[config.mk]
export PLATFORM = sky130hd
export DESIGN_NAME = tri_adder_core
export DESIGN_NICKNAME = d
export VERILOG_FILES = /design/src/rtl/tri_adder_core.sv
export SDC_FILE = /design/constraint.sdc
export NUM_CORES = 1
export LEC_CHECK = 0
export BUFFER_PORTS_ARGS = -buffer_cell sky130_fd_sc_hd__buf_4
export CORE_MARGIN = 2
export CORE_UTILIZATION = 60
export CTS_BUF_LIST = sky130_fd_sc_hd__clkbuf_2 sky130_fd_sc_hd__clkbuf_4 sky130_fd_sc_hd__clkbuf_8
export CTS_CLUSTER_DIAMETER = 150
export CTS_CLUSTER_SIZE = 14
export DETAILED_ROUTE_END_ITERATION = 10
export GPL_ROUTABILITY_DRIVEN = 0
export PLACE_DENSITY = 0.9
export SLEW_MARGIN = 20
export SYNTH_ARGS = -nofsm -noshare
export SYNTH_HDL_FRONTEND = slang
export SYNTH_SLANG_ARGS = --single-unit
[constraint.sdc]
create_clock -name clk -period 2.2 [get_ports clk]
set_input_delay 0.44 -clock clk [delete_from_list [all_inputs] [get_ports clk]]
set_output_delay 0.44 -clock clk [all_outputs]
set_load 0.05 [all_outputs]
[src/rtl/tri_adder_core.sv]
// Purpose : three independent 32-bit adders (lookahead, carry-skip, 3-operand carry-save) with a CLA/CSK cross-check flag.
// Latency : 1 cycle from in_valid to out_valid; results hold while in_valid is low.
// Backpres: none, a new operand set is accepted every cycle.
module tri_adder_core #(
    parameter int WIDTH = 32,
    parameter int BLK   = 4
) (
    input  logic             clk,
    input  logic             rst_n,
    input  logic             in_valid,
    input  logic [WIDTH-1:0] a,
    input  logic [WIDTH-1:0] b,
    input  logic [WIDTH-1:0] c,
    input  logic             cin,
    output logic             out_valid,
    output logic [WIDTH-1:0] cla_sum,
    output logic             cla_cout,
    output logic             cla_of,
    output logic [WIDTH-1:0] csk_sum,
    output logic             csk_cout,
    output logic             csk_of,
    output logic [WIDTH-1:0] csv_sum,
    output logic             csv_cout,
    output logic             csv_of,
    output logic             mismatch
);
    localparam int NG = WIDTH / BLK;

    // Carry-lookahead signals
    logic [WIDTH-1:0] cla_g, cla_p, cla_c, cla_sum_d;
    logic [NG-1:0]    grp_g, grp_p;
    logic [NG:0]      grp_c;
    logic             cla_cout_d, cla_of_d;

    // Carry-skip signals
    logic [WIDTH-1:0] csk_p, csk_g, csk_c, csk_sum_d;
    logic [NG-1:0]    csk_rc, csk_bp;
    logic [NG:0]      csk_bc;
    logic             csk_cout_d, csk_of_d;

    // Carry-save signals
    logic [WIDTH-1:0] csv_s, csv_k;
    logic [WIDTH+1:0] csv_x, csv_y, csv_u, csv_rc;
    logic [1:0]       csv_neg, csv_hi;
    logic             csv_cout_d, csv_of_d;

    // Registered state
    logic             out_valid_q;
    logic [WIDTH-1:0] cla_sum_q, csk_sum_q, csv_sum_q;
    logic             cla_cout_q, cla_of_q, csk_cout_q, csk_of_q;
    logic             csv_cout_q, csv_of_q, mismatch_q;
    logic             mismatch_d;

    // CLA: group G/P, second-level lookahead for group carries, in-group carries from the group carry-in
    always_comb begin
        cla_g = a & b;
        cla_p = a ^ b;
        grp_g = '0;
        grp_p = '0;
        grp_c = '0;
        cla_c = '0;
        for (int j = 0; j < NG; j++) begin
            grp_p[j] = &cla_p[j*BLK +: BLK];
            for (int i = 0; i < BLK; i++) begin
                grp_g[j] = cla_g[j*BLK+i] | (cla_p[j*BLK+i] & grp_g[j]);
            end
        end
        grp_c[0] = cin;
        for (int j = 0; j < NG; j++) begin
            grp_c[j+1] = grp_g[j] | (grp_p[j] & grp_c[j]);
        end
        for (int j = 0; j < NG; j++) begin
            cla_c[j*BLK] = grp_c[j];
            for (int i = 0; i < BLK-1; i++) begin
                cla_c[j*BLK+i+1] = cla_g[j*BLK+i] | (cla_p[j*BLK+i] & cla_c[j*BLK+i]);
            end
        end
        cla_sum_d  = cla_p ^ cla_c;
        cla_cout_d = grp_c[NG];
        cla_of_d   = (a[WIDTH-1] == b[WIDTH-1]) && (cla_sum_d[WIDTH-1] != a[WIDTH-1]);
    end

    // CSK: ripple inside each block, block carry bypasses the ripple when the whole block propagates
    always_comb begin
        csk_g  = a & b;
        csk_p  = a ^ b;
        csk_c  = '0;
        csk_rc = '0;
        csk_bp = '0;
        csk_bc = '0;
        csk_bc[0] = cin;
        for (int j = 0; j < NG; j++) begin
            csk_bp[j]    = &csk_p[j*BLK +: BLK];
            csk_c[j*BLK] = csk_bc[j];
            for (int i = 0; i < BLK-1; i++) begin
                csk_c[j*BLK+i+1] = csk_g[j*BLK+i] | (csk_p[j*BLK+i] & csk_c[j*BLK+i]);
            end
            csk_rc[j]   = csk_g[j*BLK+BLK-1] | (csk_p[j*BLK+BLK-1] & csk_c[j*BLK+BLK-1]);
            csk_bc[j+1] = csk_bp[j] ? csk_bc[j] : csk_rc[j];
        end
        csk_sum_d  = csk_p ^ csk_c;
        csk_cout_d = csk_bc[NG];
        csk_of_d   = (a[WIDTH-1] == b[WIDTH-1]) && (csk_sum_d[WIDTH-1] != a[WIDTH-1]);
    end

    // CSV: full-adder row then a WIDTH+2 ripple; signed overflow by removing each negative operand's 2^WIDTH weight
    always_comb begin
        csv_s  = a ^ b ^ c;
        csv_k  = (a & b) | (a & c) | (b & c);
        csv_x  = {2'b00, csv_s};
        csv_y  = {1'b0, csv_k, 1'b0};
        csv_u  = '0;
        csv_rc = '0;
        for (int i = 0; i < WIDTH+2; i++) begin
            csv_u[i] = csv_x[i] ^ csv_y[i] ^ csv_rc[i];
            if (i < WIDTH+1) begin
                csv_rc[i+1] = (csv_x[i] & csv_y[i]) | (csv_rc[i] & (csv_x[i] ^ csv_y[i]));
            end
        end
        csv_neg    = {1'b0, a[WIDTH-1]} + {1'b0, b[WIDTH-1]} + {1'b0, c[WIDTH-1]};
        csv_hi     = csv_u[WIDTH+1:WIDTH] - csv_neg;
        csv_cout_d = csv_u[WIDTH+1] | csv_u[WIDTH];
        // In range only when the top three bits of the signed sum are a pure sign extension
        csv_of_d   = !(((csv_hi == 2'b00) && !csv_u[WIDTH-1]) ||
                       ((csv_hi == 2'b11) &&  csv_u[WIDTH-1]));
        mismatch_d = (cla_sum_d != csk_sum_d) || (cla_cout_d != csk_cout_d);
    end

    // Output registers: capture on valid, hold otherwise, cleared asynchronously by reset
    always_ff @(posedge clk or negedge rst_n) begin
        if (!rst_n) begin
            out_valid_q <= 1'b0;
            cla_sum_q   <= '0;
            cla_cout_q  <= 1'b0;
            cla_of_q    <= 1'b0;
            csk_sum_q   <= '0;
            csk_cout_q  <= 1'b0;
            csk_of_q    <= 1'b0;
            csv_sum_q   <= '0;
            csv_cout_q  <= 1'b0;
            csv_of_q    <= 1'b0;
            mismatch_q  <= 1'b0;
        end else begin
            out_valid_q <= in_valid;
            if (in_valid) begin
                cla_sum_q  <= cla_sum_d;
                cla_cout_q <= cla_cout_d;
                cla_of_q   <= cla_of_d;
                csk_sum_q  <= csk_sum_d;
                csk_cout_q <= csk_cout_d;
                csk_of_q   <= csk_of_d;
                csv_sum_q  <= csv_u[WIDTH-1:0];
                csv_cout_q <= csv_cout_d;
                csv_of_q   <= csv_of_d;
                mismatch_q <= mismatch_d;
            end
        end
    end

    assign out_valid = out_valid_q;
    assign cla_sum   = cla_sum_q;
    assign cla_cout  = cla_cout_q;
    assign cla_of    = cla_of_q;
    assign csk_sum   = csk_sum_q;
    assign csk_cout  = csk_cout_q;
    assign csk_of    = csk_of_q;
    assign csv_sum   = csv_sum_q;
    assign csv_cout  = csv_cout_q;
    assign csv_of    = csv_of_q;
    assign mismatch  = mismatch_q;

endmodule

==> results of run 1 <==
==> layer usage <==
| metal | GRT usage | overflow |
|---|---|---|
| met5 | 0.136 | 0 |
| met4 | 1.15 | 315 |
| met3 | 0.742 | 13 |
| met2 | 1.26 | 842 |
| met1 | 0.884 | 2 |
==> per-stage QoR <==
step                area (sq um)  cells
floorplan                   8340    631
global placement           11400   1166
detailed placement         11400   1166
CTS                        12100   1196
==> repair_timing <==
action,CTS
gates resized for setup,106
pin swaps,23
cloned,0
setup buffers,19
endpoints found under the setup margin,91
==> kinds of logic after synthesis <==
family                     count (synthesis)
adders and majority gates                153
buffers and inverters                    142
DFF                                      100
muxes                                     96
and+or+nand+nor                           55
AOI/OAI and AO/OA                         46
xor gates and xnor gates                  39
==> out/qor.csv, run 1 <==
stage;metric;value;unit
run_status;status;did not finish;
run_status;stop_stage;5_1_grt;
run_status;toolErrorMsg;[ERROR GRT-0232] Routing congestion too high. Check the congestion heatmap in the GUI.;
yosys;synth_top_family_by_area;adder cells;
yosys;synth_cell_types;49;
place;port_buffers;203;
timing;worst-ep-kind;register data pin;
timing;worstEndpointGrtRepair;mismatch$_DFFE_PN0P_/D;
yosys;synthSimpleGateAreaFrac;0.0411;
global_routing;grt_max_degree;104;
clock_tree;cts_buffers;9;
clock_tree;cts_max_level;3;
yosys;netlist.area_leader.share;0.317;
floorplanning;ios;204;
global_routing;grt-ovfl-total;1172;
yosys;synth.top_cells.by_count;inv_1 (127), fa_1 (117), dfrtp_1 (100);
yosys;synth_compound_area_frac;0.0449;
clock_tree;clockRootBuffer;clkbuf_8;
place;dp_hpwl;19.8;mm
yosys;synth_edf_count;0;
place;dp_slack;-11.92;ns
clock_tree;cts.path.max_buffers;2;
yosys;ys.flop_type;dfrtp_1;
clock_tree;cts_hold_buf;0;
floorplanning;die_w;119;um
yosys;ys_ff_latch;100;
yosys;syn_area;7890;sq um
yosys;yosys.area_share.adder;0.354;
yosys;ys_seq_area_frac;0.317;
yosys;syn_inst;631;
floorplanning;die_y;119;um
yosys;avgSynthCellArea;12.5;sq um
yosys;synthTopCellsByArea;dfrtp_1 (32%), fa_1 (30%), mux2i_1 (6.7%);
yosys;synth_most_common_cell;inv_1;
floorplanning;start_util;0.620;
global_routing;grt_usage;0.980;
yosys;synth-xor-area-share;0.0433;
yosys;async_reset_ff_frac;1.00;
floorplanning;rows;41;
clock_tree;clock_sinks;100;
yosys;synth_mux_area_frac;0.130;
yosys;yosys_warnings;0;
yosys;synth_top_area_cell;dfrtp_1;
yosys;syn_nets;884;
==> run 2: changes to the inputs <==
Settings changed: CORE_UTILIZATION 60 to 40, CTS_BUF_LIST sky130_fd_sc_hd__clkbuf_2 sky130_fd_sc_hd__clkbuf_4 sky130_fd_sc_hd__clkbuf_8 to unset, CTS_CLUSTER_DIAMETER 150 to unset, CTS_CLUSTER_SIZE 14 to unset, PLACE_DENSITY 0.9 to unset, PLACE_DENSITY_LB_ADDON set to 0.15.
==> run 2 against run 1 <==
The flow now finishes, with violations (setup timing). Synthesized area did not move. Synthesized cell count did not move.
==> out/qor.csv, run 2 <==
stage;metric;value;unit
worst_hold_path;min_to;csv_sum[3];
timing;setup_tns;-358.97;ns
route;wl_per_cell;16.4;um
cells_and_area;fin_nets;1284;
yosys;syn_nets;884;
yosys;synth_top_area_cell;dfrtp_1;
critical_path;cp_common_cell;fa_2;
power;power;11.2;mW
yosys;netlist.area_leader.share;0.317;
route;routed.top_layer;met4;
yosys;synth_top_family_by_area;adder cells;
global_routing;grt_usage;0.216;
timing;hold_ws;0.512;ns
global_routing;grt-ovfl-total;0;
critical_path;r2r_slack;1.30;ns
timing;fin_skew;0;ns
cells_and_area;multi_input_area;5510;sq um
clock_tree;cts.path.max_buffers;2;
clock_tree;cts_max_level;3;
yosys;syn_area;7890;sq um
floorplanning;dieArea;20900;sq um
critical_path;reg2regPathDepth;2;
worst_hold_path;hp-start;csv_sum[3];
worst_hold_path;whs_path_depth;1;
yosys;ys.flop_type;dfrtp_1;
yosys;yosys.area_share.adder;0.354;
critical_path;criticalPathCategory;input pin to flop;
clock_tree;cts_buffers;9;
route;firstDrtPassIters;4;
floorplanning;rows;51;
route;postRouteAntennaNets;0;
place;dp_hpwl;17.7;mm
cells_and_area;area.sequential;2500;sq um
yosys;synthTopCellsByArea;dfrtp_1 (32%), fa_1 (30%), mux2i_1 (6.7%);
timing;max_freq;0.0740;GHz
clock_tree;clkSlewWorstSetupHoldPaths;0.07;ns
cells_and_area;final_cell_mix;buf_4 (348), inv_1 (117), dfrtp_1 (100), fa_2 (84), mux2i_1 (53);
worst_hold_path;hp-class;flop to flop;
clock_tree;cts_tree;done;
timing;fin_crit;13.51;ns
critical_path;required;2.44;ns
power;ir_drop;0.000788;V
cells_and_area;area_growth;57.1;%
global_routing;antenna_found_initial;0;
yosys;synth.top_cells.by_count;inv_1 (127), fa_1 (117), dfrtp_1 (100);
yosys;synth_most_common_cell;inv_1;
yosys;async_reset_ff_frac;1.00;
yosys;avgSynthCellArea;12.5;sq um
critical_path;critPathLaunchType;input pin;
global_routing;grt_pass1_vias;6917;
clock_tree;clock_sinks;100;
power;power_leakage;6.09;nW
cells_and_area;final_cell_count_no_fill;1301;
timing;period_share;6.14;
yosys;synthSimpleGateAreaFrac;0.0411;
route;dr_wl_met3;970;um
route;vias_per_cell;4.64;
floorplanning;die_w;144;um
timing;drv_slew;0;
run_status;failed_checks;setup timing;
cells_and_area;drive_gt1_frac;0.587;
place;post_dp_cell_area;11600;sq um
floorplanning;core-area;19400;sq um
cells_and_area;diodes;0;
route;wl_met2;11.1;mm
floorplanning;die_y;144;um
timing;layout_setup_ws;-11.31;ns
route;drt_first_iter_violations;133;
timing;rsz0062_at_grt;true;
global_routing;grt_pass1_wl;34.5;mm
floorplanning;start_util;0.407;
cells_and_area;n_fill_cell;1524;
power;p_per_area;904;nW/um^2
route;drt-total-wl;21.3;mm
timing;worst_slew_pin_slew;0.468;ns
critical_path;r2r-end;mismatch;
floorplanning;ios;204;
critical_path;slowest_stage;fa_2;
yosys;synth_mux_area_frac;0.130;
yosys;yosys_warnings;0;
yosys;ys_seq_area_frac;0.317;
global_routing;grt_max_degree;53;
run_status;status;complete, but fails checks;
place;dp.cells;1273;
timing;hold_viol;0;
yosys;syn_inst;631;
yosys;synth-xor-area-share;0.0433;
yosys;synth_edf_count;0;
critical_path;cp.arrival;13.75;ns
yosys;ys_ff_latch;100;
cells_and_area;final_cell_area;12400;sq um
route;wl_met1;8.88;mm
critical_path;rr_startpoint;mismatch;
clock_tree;clock_latency;0.35;ns
critical_path;cp-end-kind;flop;
timing;setup_viol;89;
route;drc;0;
route;vias;6032;
critical_path;slowest_delay;0.55;ns
critical_path;path_max_fanout;2;
cells_and_area;final_common_cell;buf_4;
yosys;synth_cell_types;49;
place;port_buffers;203;
clock_tree;clockRootBuffer;clkbuf_16;
job;max_cap_violations;0;
timing;slew_headroom;0.685;
yosys;synth_compound_area_frac;0.0449;
## run 2: cell type report
| cell class | instances | share of cell area |
|---|---|---|
| tap | 265 | 0.0267 |
| clock buffer | 12 | 0.0199 |
| multi-input combinational | 389 | 0.444 |
| clock inverter | 4 | 0.00273 |
| sequential | 100 | 0.202 |
| inverter | 127 | 0.0397 |
| timing repair buffer | 404 | 0.265 |
## run 2: how the worst max path moves through the flow
stage | depth (start not counted) | startpoint | endpoint | slack (ns)
global placement | 52 | a[0] | mismatch | -11.53
CTS | 52 | a[0] | mismatch | -11.30
detailed placement | 52 | a[0] | mismatch | -11.75
floorplan | 51 | a[0] | mismatch | -11.25
global route | 52 | a[0] | mismatch | -11.69
finish | 52 | a[0] | mismatch | -11.31
## run 2: what timing repair did
action	CTS	global route
cloned	0	0
setup endpoints to repair	92	92
hold buffers	1	0
resized for setup	74	52
hold endpoints to repair	23	0
setup buffers	8	20
pin swaps	12	12
## run 2: critical path, delay by kind of cell
kind                     cells  cell delay (ns)
AND/OR/NAND/NOR             10             1.00
buffers and inverters        3             0.19
multiplexers                 2             0.35
adder cells (fa/ha/maj)     32            10.95
AO/OA/AOI/OAI                4             0.65
XOR/XNOR                     1             0.15
## run 2: cell families (layout without fill, tap and decap cells)
kind of cell,Yosys count,count (layout)
simple gates,55,55
buf+inv,142,547
mux,96,96
flops,100,100
compound gates,46,46
xor+xnor,39,39
fa+ha+maj,153,153
## run 2: where the power goes
part           internal (mW)  switching [mW]
clock                  0.809           0.749
sequential              2.44           0.367
combinational           2.83            4.01
## run 2: layer usage
layer  GRT usage  vias up
li1            -     2821
met1       0.276     3047
met2       0.380      142
met3      0.0334       22
met4      0.0634        0
met5           0        -
## run 2: per-stage QoR
stage                     setup WS [ns]  utilization
final                            -11.31        0.639
after CTS                        -11.30        0.629
after detailed placement         -11.75        0.597
after floorplan                  -11.25            -
after global routing             -11.69        0.639
after global placement           -11.53        0.597
No activity file was read; power rests on OpenSTA's default activity.
==> run 3: changes to the inputs <==
--- a/config.mk
+++ b/config.mk
@@ -7,8 +7,9 @@
 export LEC_CHECK = 0
 export BUFFER_PORTS_ARGS = -buffer_cell sky130_fd_sc_hd__buf_4
-export CORE_MARGIN = 2
+export CORE_MARGIN = 8
 export CORE_UTILIZATION = 40
 export DETAILED_ROUTE_END_ITERATION = 10
 export GPL_ROUTABILITY_DRIVEN = 0
+export HOLD_SLACK_MARGIN = 0.12
 export PLACE_DENSITY_LB_ADDON = 0.15
 export SLEW_MARGIN = 20
==> constraint.sdc (replaced) <==
create_clock -name clk -period 2.2 [get_ports clk]
set_input_delay 0.44 -clock clk [delete_from_list [all_inputs] [get_ports clk]]
set_output_delay 0.44 -clock clk [all_outputs]
set_load 0.1 [all_outputs]
==> run 3 against run 2 <==
The flow still finishes with violations (setup timing). Wire length grew 7.6%. Sequential power is essentially flat. Hold slack lost 0.36 ns. Critical path depth is the same. Count of clock-buffer cells in the layout shrank 2. Sequential share of layout area shrank 0.35 points. Critical endpoint unchanged. Largest cell class unchanged. Highest routed layer unchanged.
==> out/qor.csv, run 3 (same netlist as run 2, synthesis figures left out) <==
stage;metric;value;unit
run_status;status;complete, but fails checks;
run_status;failed_checks;setup timing;
timing;slew_headroom;0.568;
floorplanning;ios;204;
critical_path;cp-end-kind;flop;
clock_tree;cts.path.max_buffers;2;
route;drc;0;
place;dp_hpwl;18.7;mm
route;drt-total-wl;22.9;mm
route;firstDrtPassIters;4;
timing;drv_slew;0;
critical_path;critPathTopFamily;adder cells;
cells_and_area;final_cell_mix;buf_4 (333), inv_1 (118), dfrtp_1 (100), fa_2 (81), buf_6 (68);
cells_and_area;fin_nets;1287;
route;drt_first_iter_violations;152;
floorplanning;die_w;156;um
route;vias;6039;
global_routing;antenna_found_initial;0;
floorplanning;rows;51;
timing;worst_slew_pin_slew;0.648;ns
timing;layout_setup_ws;-11.29;ns
timing;period_share;6.13;
power;ir_drop;0.000921;V
floorplanning;start_util;0.407;
timing;fin_skew;0;ns
job;max_cap_violations;0;
timing;setup_viol;90;
clock_tree;cts_tree;done;
global_routing;grt_usage;0.195;
global_routing;grt_pass1_wl;37.6;mm
route;postRouteAntennaNets;0;
cells_and_area;n_fill_cell;1545;
clock_tree;cts_buffers;9;
cells_and_area;final_cell_count_no_fill;1302;
clock_tree;cts_max_level;3;
floorplanning;core-area;19400;sq um
cells_and_area;area.sequential;2500;sq um
timing;max_freq;0.0741;GHz
critical_path;criticalPathCategory;input pin to flop;
global_routing;grt-ovfl-total;0;
critical_path;path_max_fanout;2;
critical_path;r2r_slack;1.33;ns
cells_and_area;multi_input_area;5580;sq um
floorplanning;die_y;156;um
timing;hold_viol;0;
route;wl_per_cell;17.6;um
cells_and_area;fin_util;0.650;
timing;fin_crit;13.49;ns
place;dp.cells;1273;
critical_path;cp.arrival;13.73;ns
global_routing;grt_max_degree;101;
place;port_buffers;203;
power;power;14.1;mW
cells_and_area;drive_gt1_frac;0.595;
power;p_per_area;1120;nW/um^2
critical_path;cp_common_cell;fa_2;
cells_and_area;area_growth;60.0;%
cells_and_area;final_common_cell;buf_4;
clock_tree;clock_latency;0.35;ns
clock_tree;clock_sinks;100;
worst_hold_path;hp-class;input pin to async pin;
critical_path;slowest_delay;0.56;ns
critical_path;slowest_stage;fa_2;
power;power_leakage;6.16;nW
floorplanning;dieArea;24500;sq um
global_routing;grt_pass1_vias;7294;
cells_and_area;diodes;0;
clock_tree;clockRootBuffer;clkbuf_16;
clock_tree;clkSlewWorstSetupHoldPaths;0.07;ns
route;vias_per_cell;4.64;
critical_path;path_buf_inv;3;
critical_path;required;2.43;ns
critical_path;critPathLaunchType;input pin;
timing;rsz0062_at_grt;true;
run 3: timing repair:
| action | 4_1_cts | 5_1_grt |
|---|---|---|
| hold buffers | 0 | 0 |
| gates resized for setup | 101 | 57 |
| pin swaps | 20 | 7 |
| gates cloned | 0 | 0 |
| setup buffers | 11 | 22 |
| endpoints found under the setup margin | 92 | 92 |
run 3: metal layers:
metal	vias to the layer above	track usage	share of wire
li1	2816	-	-
met1	3029	0.232	0.40
met2	160	0.340	0.51
met3	34	0.0485	0.062
met4	0	0.0659	0.021
met5	-	0	0
run 3: report_power, final:
part | internal, mW | leakage [nW] | switching, mW
Clock | 1.13 | 0.165 | 0.746
Sequential | 2.44 | 1.16 | 0.364
Combinational | 2.90 | 4.83 | 6.52
run 3: worst register-to-register path, stage by stage (launching register included):
cell     delay [ns]
dfrtp_1        0.38
or2_2          0.27
o311a_1        0.11
run 3: final cells by class:
type	instances	share of cell area
clock buffers	10	0.0189
clock inverters	4	0.00783
inverters	127	0.0392
multi-input cells	389	0.442
flip-flops and latches	100	0.198
well taps	265	0.0263
repair buffers	407	0.267
run 3: worst paths after layout:
path | depth (start not counted) | end | from
max | 52 | mismatch | a[0]
min | 2 | csv_sum[13] | rst_n
max reg2reg | 2 | mismatch | mismatch
min reg2reg | 1 | csv_sum[4] | csv_sum[4]
max in group asynchronous | 2 | csk_sum[30] | rst_n
min in group clk | 1 | csv_sum[4] | csv_sum[4]
run 3: per-stage QoR:
stage	setup slack, ns	TNS, ns	area, sq um	hold slack (ns)
after floorplan	-11.25	-355.15	8330	0.144
after global placement	-11.53	-394.99	11600	0.492
after detailed placement	-11.70	-400.42	11600	0.496
after CTS	-11.31	-358.81	12300	0.179
after global routing	-11.67	-372.68	12600	0.195
final	-11.29	-358.61	12600	0.148
